[src/rtl/fft_pkg.sv]
// Shared constants and types for the FFT stage datapath: default widths,
// multiplier latency and the requester-ID tag that rides the multiplier pipe.
package fft_pkg;

  localparam int FFT_N       = 16;
  localparam int FFT_MUL_LAT = 2;
  localparam int REQ_ID_W    = 1;
  localparam int TAG_W       = 1 + REQ_ID_W;

  // Round-robin pointer: which requester wins when both are valid.
  typedef enum logic {
    PTR_REQ0 = 1'b0,
    PTR_REQ1 = 1'b1
  } rr_ptr_e;

endpackage : fft_pkg

[src/rtl/cmult_tag_pipe.sv]
// Shift register of {valid,id} tags that mirrors the multiplier pipeline.
// Only the valid bits are reset; ids are don't-care while their valid is 0.
module cmult_tag_pipe
  import fft_pkg::*;
#(
  parameter int DEPTH = FFT_MUL_LAT + 1
) (
  input  logic                clk,
  input  logic                reset,
  input  logic                valid_i,
  input  logic [REQ_ID_W-1:0] id_i,
  output logic                valid_o,
  output logic [REQ_ID_W-1:0] id_o
);

  logic [DEPTH-1:0]    valid_q;
  logic [DEPTH-1:0]    valid_d;
  logic [REQ_ID_W-1:0] id_q [DEPTH];

  // Next valid vector: shift in the new tag at stage 0.
  always_comb begin
    valid_d = {valid_q[DEPTH-2:0], valid_i};
  end

  // Valid bits shift every cycle and are cleared by reset so in-flight results are dropped.
  always_ff @(posedge clk) begin
    if (reset) begin
      valid_q <= '0;
    end else begin
      valid_q <= valid_d;
    end
  end

  // Id bits shift alongside the valid bits without reset.
  always_ff @(posedge clk) begin
    id_q[0] <= id_i;
    for (int i = 1; i < DEPTH; i++) begin
      id_q[i] <= id_q[i-1];
    end
  end

  assign valid_o = valid_q[DEPTH-1];
  assign id_o    = id_q[DEPTH-1];

endmodule : cmult_tag_pipe

[src/rtl/cmult_arbiter.sv]
// Shares one fixed-latency pipelined complex multiplier between two requesters.
// Round-robin grant, registered operands, a tag pipe that routes each product
// back to its owner, and an in-flight counter.
//
// RR pointer states:
//   state    | meaning
//   PTR_REQ0 | requester 0 wins the next contended cycle (reset state)
//   PTR_REQ1 | requester 1 wins the next contended cycle
module cmult_arbiter
  import fft_pkg::*;
#(
  parameter int N       = FFT_N,
  parameter int MUL_LAT = FFT_MUL_LAT
) (
  input  logic         clk,
  input  logic         reset,
  input  logic [1:0]   req_valid,
  output logic [1:0]   req_ready,
  input  logic [N-1:0] req0_ar,
  input  logic [N-1:0] req0_ai,
  input  logic [N-1:0] req0_br,
  input  logic [N-1:0] req0_bi,
  input  logic [N-1:0] req1_ar,
  input  logic [N-1:0] req1_ai,
  input  logic [N-1:0] req1_br,
  input  logic [N-1:0] req1_bi,
  output logic [N-1:0] mul_ar,
  output logic [N-1:0] mul_ai,
  output logic [N-1:0] mul_br,
  output logic [N-1:0] mul_bi,
  input  logic [N-1:0] mul_cr,
  input  logic [N-1:0] mul_ci,
  output logic [1:0]   res_valid,
  output logic [N-1:0] res_cr,
  output logic [N-1:0] res_ci,
  output logic [2:0]   outstanding,
  output logic         idle
);

  rr_ptr_e             ptr_q, ptr_d;
  logic [1:0]          grant;
  logic                accept;
  logic [REQ_ID_W-1:0] grant_id;

  logic [N-1:0] mul_ar_q, mul_ai_q, mul_br_q, mul_bi_q;
  logic [N-1:0] mul_ar_d, mul_ai_d, mul_br_d, mul_bi_d;

  logic                tag_valid;
  logic [REQ_ID_W-1:0] tag_id;

  logic [1:0]   res_valid_q, res_valid_d;
  logic [N-1:0] res_cr_q, res_cr_d;
  logic [N-1:0] res_ci_q, res_ci_d;

  logic [2:0] outstanding_q, outstanding_d;

  // Grant: a lone requester always wins; contention is settled by the RR pointer.
  // Nothing is granted while reset is held.
  always_comb begin
    grant = 2'b00;
    if (!reset) begin
      if (req_valid == 2'b11) begin
        grant = (ptr_q == PTR_REQ1) ? 2'b10 : 2'b01;
      end else begin
        grant = req_valid;
      end
    end
  end

  assign accept    = |grant;
  assign grant_id  = REQ_ID_W'(grant[1]);
  assign req_ready = grant;

  // Pointer next state and operand mux; the ungranted requester's data is never looked at.
  always_comb begin
    ptr_d    = ptr_q;
    mul_ar_d = mul_ar_q;
    mul_ai_d = mul_ai_q;
    mul_br_d = mul_br_q;
    mul_bi_d = mul_bi_q;
    if (accept) begin
      ptr_d = grant[1] ? PTR_REQ0 : PTR_REQ1;
      if (grant[1]) begin
        mul_ar_d = req1_ar;
        mul_ai_d = req1_ai;
        mul_br_d = req1_br;
        mul_bi_d = req1_bi;
      end else begin
        mul_ar_d = req0_ar;
        mul_ai_d = req0_ai;
        mul_br_d = req0_br;
        mul_bi_d = req0_bi;
      end
    end
  end

  // Pointer and operand registers.
  always_ff @(posedge clk) begin
    if (reset) begin
      ptr_q    <= PTR_REQ0;
      mul_ar_q <= '0;
      mul_ai_q <= '0;
      mul_br_q <= '0;
      mul_bi_q <= '0;
    end else begin
      ptr_q    <= ptr_d;
      mul_ar_q <= mul_ar_d;
      mul_ai_q <= mul_ai_d;
      mul_br_q <= mul_br_d;
      mul_bi_q <= mul_bi_d;
    end
  end

  assign mul_ar = mul_ar_q;
  assign mul_ai = mul_ai_q;
  assign mul_br = mul_br_q;
  assign mul_bi = mul_bi_q;

  // Stage 0 loads on the accept edge; the last stage lines up with mul_cr/ci.
  cmult_tag_pipe #(
    .DEPTH (MUL_LAT + 1)
  ) u_tag_pipe (
    .clk     (clk),
    .reset   (reset),
    .valid_i (accept),
    .id_i    (grant_id),
    .valid_o (tag_valid),
    .id_o    (tag_id)
  );

  // Result capture and demux to the owning requester; data holds when nothing returns.
  always_comb begin
    res_valid_d = 2'b00;
    res_cr_d    = res_cr_q;
    res_ci_d    = res_ci_q;
    if (tag_valid) begin
      res_valid_d[tag_id] = 1'b1;
      res_cr_d            = mul_cr;
      res_ci_d            = mul_ci;
    end
  end

  // In-flight count covers the tag pipe plus the return register, so it
  // drops when a result leaves the return register.
  always_comb begin
    outstanding_d = outstanding_q;
    unique case ({accept, |res_valid_q})
      2'b10:   outstanding_d = outstanding_q + 3'd1;
      2'b01:   outstanding_d = outstanding_q - 3'd1;
      default: outstanding_d = outstanding_q;
    endcase
  end

  // Result register and in-flight counter.
  always_ff @(posedge clk) begin
    if (reset) begin
      res_valid_q   <= 2'b00;
      res_cr_q      <= '0;
      res_ci_q      <= '0;
      outstanding_q <= '0;
    end else begin
      res_valid_q   <= res_valid_d;
      res_cr_q      <= res_cr_d;
      res_ci_q      <= res_ci_d;
      outstanding_q <= outstanding_d;
    end
  end

  assign res_valid   = res_valid_q;
  assign res_cr      = res_cr_q;
  assign res_ci      = res_ci_q;
  assign outstanding = outstanding_q;
  assign idle        = (outstanding_q == 3'd0) && !accept;

endmodule : cmult_arbiter
[config.mk]
export PLATFORM = sky130hd
export DESIGN_NAME = cmult_arbiter
export DESIGN_NICKNAME = d
export VERILOG_FILES = /design/src/rtl/fft_pkg.sv /design/src/rtl/cmult_tag_pipe.sv /design/src/rtl/cmult_arbiter.sv
export SDC_FILE = /design/constraint.sdc
export NUM_CORES = 1
export LEC_CHECK = 0
export CAP_MARGIN = 10
export CORE_UTILIZATION = 30
export CTS_CLUSTER_SIZE = 8
export DETAILED_ROUTE_END_ITERATION = 10
export PLACE_DENSITY_LB_ADDON = 0.3
export SYNTH_ARGS = -nofsm -noshare
export SYNTH_HDL_FRONTEND = slang
export SYNTH_HIERARCHICAL = 1
export SYNTH_SLANG_ARGS = --single-unit
[constraint.sdc]
create_clock -name clk -period 4.1 [get_ports clk]
set_input_delay 0.41 -clock clk [delete_from_list [all_inputs] [get_ports clk]]
set_output_delay 0.41 -clock clk [all_outputs]
set_load 0.1 [all_outputs]
==> run summary <==
## Outcome
• **run status** finished clean

## Route
• **total routed wirelength** 14400 um
• **Avg WL per Cell** 16.6 um
• **via density per instance** 5.19
• **vias after detailed routing** 4489
• **first-iteration detailed-routing DRC count** 350
• **remaining antenna violation count** 0
• **number of detailed-route iterations in the first pass** 6
• **number of remaining DRC errors** 0

## Clock network
• **clock tree from TritonCTS** yes
• **Longest Clk Path Bufs** 2
• **post-cts gate resize count** 0
• **number of H-tree branching levels** 3
• **latest clock arrival within the worst-skew pair** 0.33 ns
• **number of hold buffers added after CTS** 0
• **clock slew at reported path FFs** 0.07 ns
• **Setup Fix Bufs, Post-CTS** 0
• **clk sinks** 108
• **root cell of the clock tree** sky130_fd_sc_hd__clkbuf_16
• **number of buffers created by CTS** 9

## Job
• **max-capacitance violation count** 0

## GRT
• **combined global-route utilization of all metal layers** 17.4%
• **wire length of the first global-routing pass** 21200 um
• **pin count of the biggest net entering global routing** 72
• **number of antenna violations at the first check in global routing** 0
• **via count of the first global-routing pass** 4180
• **global-route congestion overflow total** 0

## Logic synthesis
• **number of distinct library cells after synthesis** 28
• **portion of the post-synthesis area used by sequential elements** 48.3%
• **yosys synthesis warning count** 6
• **synthesized cell area** 4470 sq um
• **mean area per synthesized cell** 10.2 sq um
• **total of flip-flops plus latches after synthesis** 108
• **syn nets** 606
• **number of cells produced by synthesis** 440

## Worst setup path
• **Most common cell on crit path** sky130_fd_sc_hd__clkdlybuf4s50_1
• **Critical Path End Type** output port
• **crit path max-delay cell type** sky130_fd_sc_hd__clkdlybuf4s50_1
• **cell-by-cell listing of the critical path** clkdlybuf4s50_1 -> and2_1 -> clkdlybuf4s50_1
• **required time of the critical path** 3.69 ns
• **arrival time at the worst endpoint** 2.33 ns
• **Worst Path Class, Setup** input port to output port
• **worst stage delay on the critical path** 1.13 ns
• **critical path peak fanout** 5
• **CP Launch Type** input port

## Die
• **starting density of the core** 30.8%
• **core area** 14500 sq um
• **vertical die dimension** 124 um
• **top-level port count** 268
• **number of core rows** 44
• **die area** 15400 sq um
• **width of the die** 124 um

## Final layout
• **Final Net Count** 842
• **fraction of layout instances using a drive strength above 1** 4.99%
• **Post-Layout Cell Count** 865
• **count of fill cells added during filler insertion** 1334
• **synthesis-to-layout area growth** 68.4%
• **count of antenna diodes in the layout** 0

## STA
• **number of failing setup endpoints in the final timing report** 0
• **Final Skew** 0.0107 ns
• **final critical path time including I/O delays and setup** 2.74 ns
• **share of the clock period used by the worst path** 66.8%
• **RSZ-0062 raised after global routing** false
• **maximum achievable frequency** 365 MHz
• **Final Max Tran Viols** 0
• **worst hold slack** 0.328 ns
• **setup TNS** 0 ns
• **headroom to the max-slew limit** 30.7%
• **count of final hold-check violations** 0
• **Worst-Margin Slew** 1.04 ns

## Power and ir drop
• **areal power density over the cells** 400 nW/um^2
• **leakage power of the design** 2.89 nW
• **Peak VDD IR** 245 uV

## Place
• **count of placed standard cells including taps** 848
• **post-detailed-placement half-perimeter wirelength** 10000 um
• **IO Port Bufs** 267
• **weighted congestion at the end of routability-driven global placement** 0.791

## Min path
• **kind of path behind the tightest hold check** register to register

-- Yosys cell counts --
cell | count | area (sq um)
sky130_fd_sc_hd__dfxtp_1 | 108 | 2160
sky130_fd_sc_hd__inv_1 | 66 | 248
sky130_fd_sc_hd__a2111oi_0 | 64 | 561
sky130_fd_sc_hd__a221o_1 | 64 | 641
sky130_fd_sc_hd__nor2_1 | 36 | 135
sky130_fd_sc_hd__mux2i_1 | 33 | 330
sky130_fd_sc_hd__clkbuf_1 | 30 | 113
sky130_fd_sc_hd__buf_2 | 9 | 45.0
sky130_fd_sc_hd__buf_6 | 6 | 67.6
sky130_fd_sc_hd__buf_1 | 3 | 11.3
sky130_fd_sc_hd__nor2b_1 | 3 | 18.8
sky130_fd_sc_hd__a21oi_1 | 2 | 10.0
sky130_fd_sc_hd__and2_1 | 1 | 6.26
sky130_fd_sc_hd__and3_1 | 1 | 6.26
sky130_fd_sc_hd__buf_4 | 1 | 7.51
sky130_fd_sc_hd__fa_1 | 1 | 20.0
sky130_fd_sc_hd__ha_1 | 1 | 12.5
sky130_fd_sc_hd__inv_2 | 1 | 3.75
sky130_fd_sc_hd__nor3_2 | 1 | 10.0
sky130_fd_sc_hd__nor3b_1 | 1 | 7.51
sky130_fd_sc_hd__nor4_1 | 1 | 6.26
sky130_fd_sc_hd__o211a_1 | 1 | 10.0
sky130_fd_sc_hd__o21a_1 | 1 | 7.51
sky130_fd_sc_hd__o21ai_0 | 1 | 5.00
sky130_fd_sc_hd__or2_2 | 1 | 6.26
sky130_fd_sc_hd__or3_1 | 1 | 6.26
sky130_fd_sc_hd__xnor2_1 | 1 | 8.76
sky130_fd_sc_hd__xor2_1 | 1 | 8.76
-- metrics by stage --
step	instance area (sq um)	util [%]	total power [mW]	setup slack, ns
after floorplan	4480	-	1.77	1.03
final	7540	51.9	3.01	1.36
after detailed placement	7180	49.4	2.09	1.33
after CTS	7510	51.7	3.04	1.36
after global routing	7540	51.9	3.12	1.28
after global placement	7180	49.4	2.08	1.36
-- sequential cells by signal, summed over array words and instances, names as in the netlist, 16 cells and up --
name	flops
mul_ai	16
mul_br	16
res_ci	16
mul_bi	16
mul_ar	16
res_cr	16
-- power breakdown --
part           internal (mW)  switching (mW)  total (mW)
registers               1.11          0.0440        1.16
clock network          0.558           0.389       0.947
logic                  0.302           0.609       0.911
total                   1.97            1.04        3.01
-- logic make-up after synthesis --
family / count (synthesis) / share of synthesized area [%]
AOI/OAI and AO/OA: 133 / 27.6
buffers and inverters: 116 / 11.1
DFF: 108 / 48.3
and+or+nand+nor: 46 / 4.53
muxes: 33 / 7.38
xor gates and xnor gates: 2 / 0.392
adders and majority gates: 2 / 0.727
-- worst paths after layout --
kind / startpoint / endpoint / slack, ns / cells after the start
max reg2reg: ptr_q$_SDFFE_PP0N_ / mul_ai[6]$_SDFFE_PP0N_ / 1.76 / 4
max: req_valid[0] / req_ready[0] / 1.36 / 3
min: u_tag_pipe/id_q[0][0]$_DFF_P_ / u_tag_pipe/id_q[0][1]$_DFF_P_ / 0.33 / 0
min reg2reg: u_tag_pipe/id_q[0][0]$_DFF_P_ / u_tag_pipe/id_q[0][1]$_DFF_P_ / 0.33 / 0
-- layout make-up --
cell class	instances	area, sq um	share of cell area (%)
clock inverters	6	91.3	1.21
repair buffers	274	2730	36.2
well taps	184	230	3.05
multi-input cells	216	1830	24.3
flip-flops and latches	108	2160	28.7
inverters	67	251	3.34
clock buffers	10	239	3.17
-- placed cells by master, fill, tap and decap left out, drive strengths merged --
cell and instances:
a2111oi 64, a21oi 2, a221o 64, and2 1, and3 1, buf 11
bufinv 2, clkbuf 10, clkdlybuf4s50 263, clkinv 1, dfxtp 108, fa 1
ha 1, inv 70, mux2i 33, nor2 36, nor2b 3, nor3 1
nor3b 1, nor4 1, o211a 1, o21a 1, o21ai 1, or2 1
or3 1, xnor2 1, xor2 1
-- critical path, delay by kind of cell --
kind | cells | cell delay (ns)
AND/OR/NAND/NOR | 1 | 0.17
buffers and inverters | 2 | 1.75
-- layer usage --
metal	up-vias	global-route usage, %	routed length (um)
met1	2104	22.1	6190
met4	0	6.92	340
li1	2137	-	-
met2	225	28.9	6790
met5	-	0	0
met3	23	3.16	1070
Power figures use the tool's default switching activity.
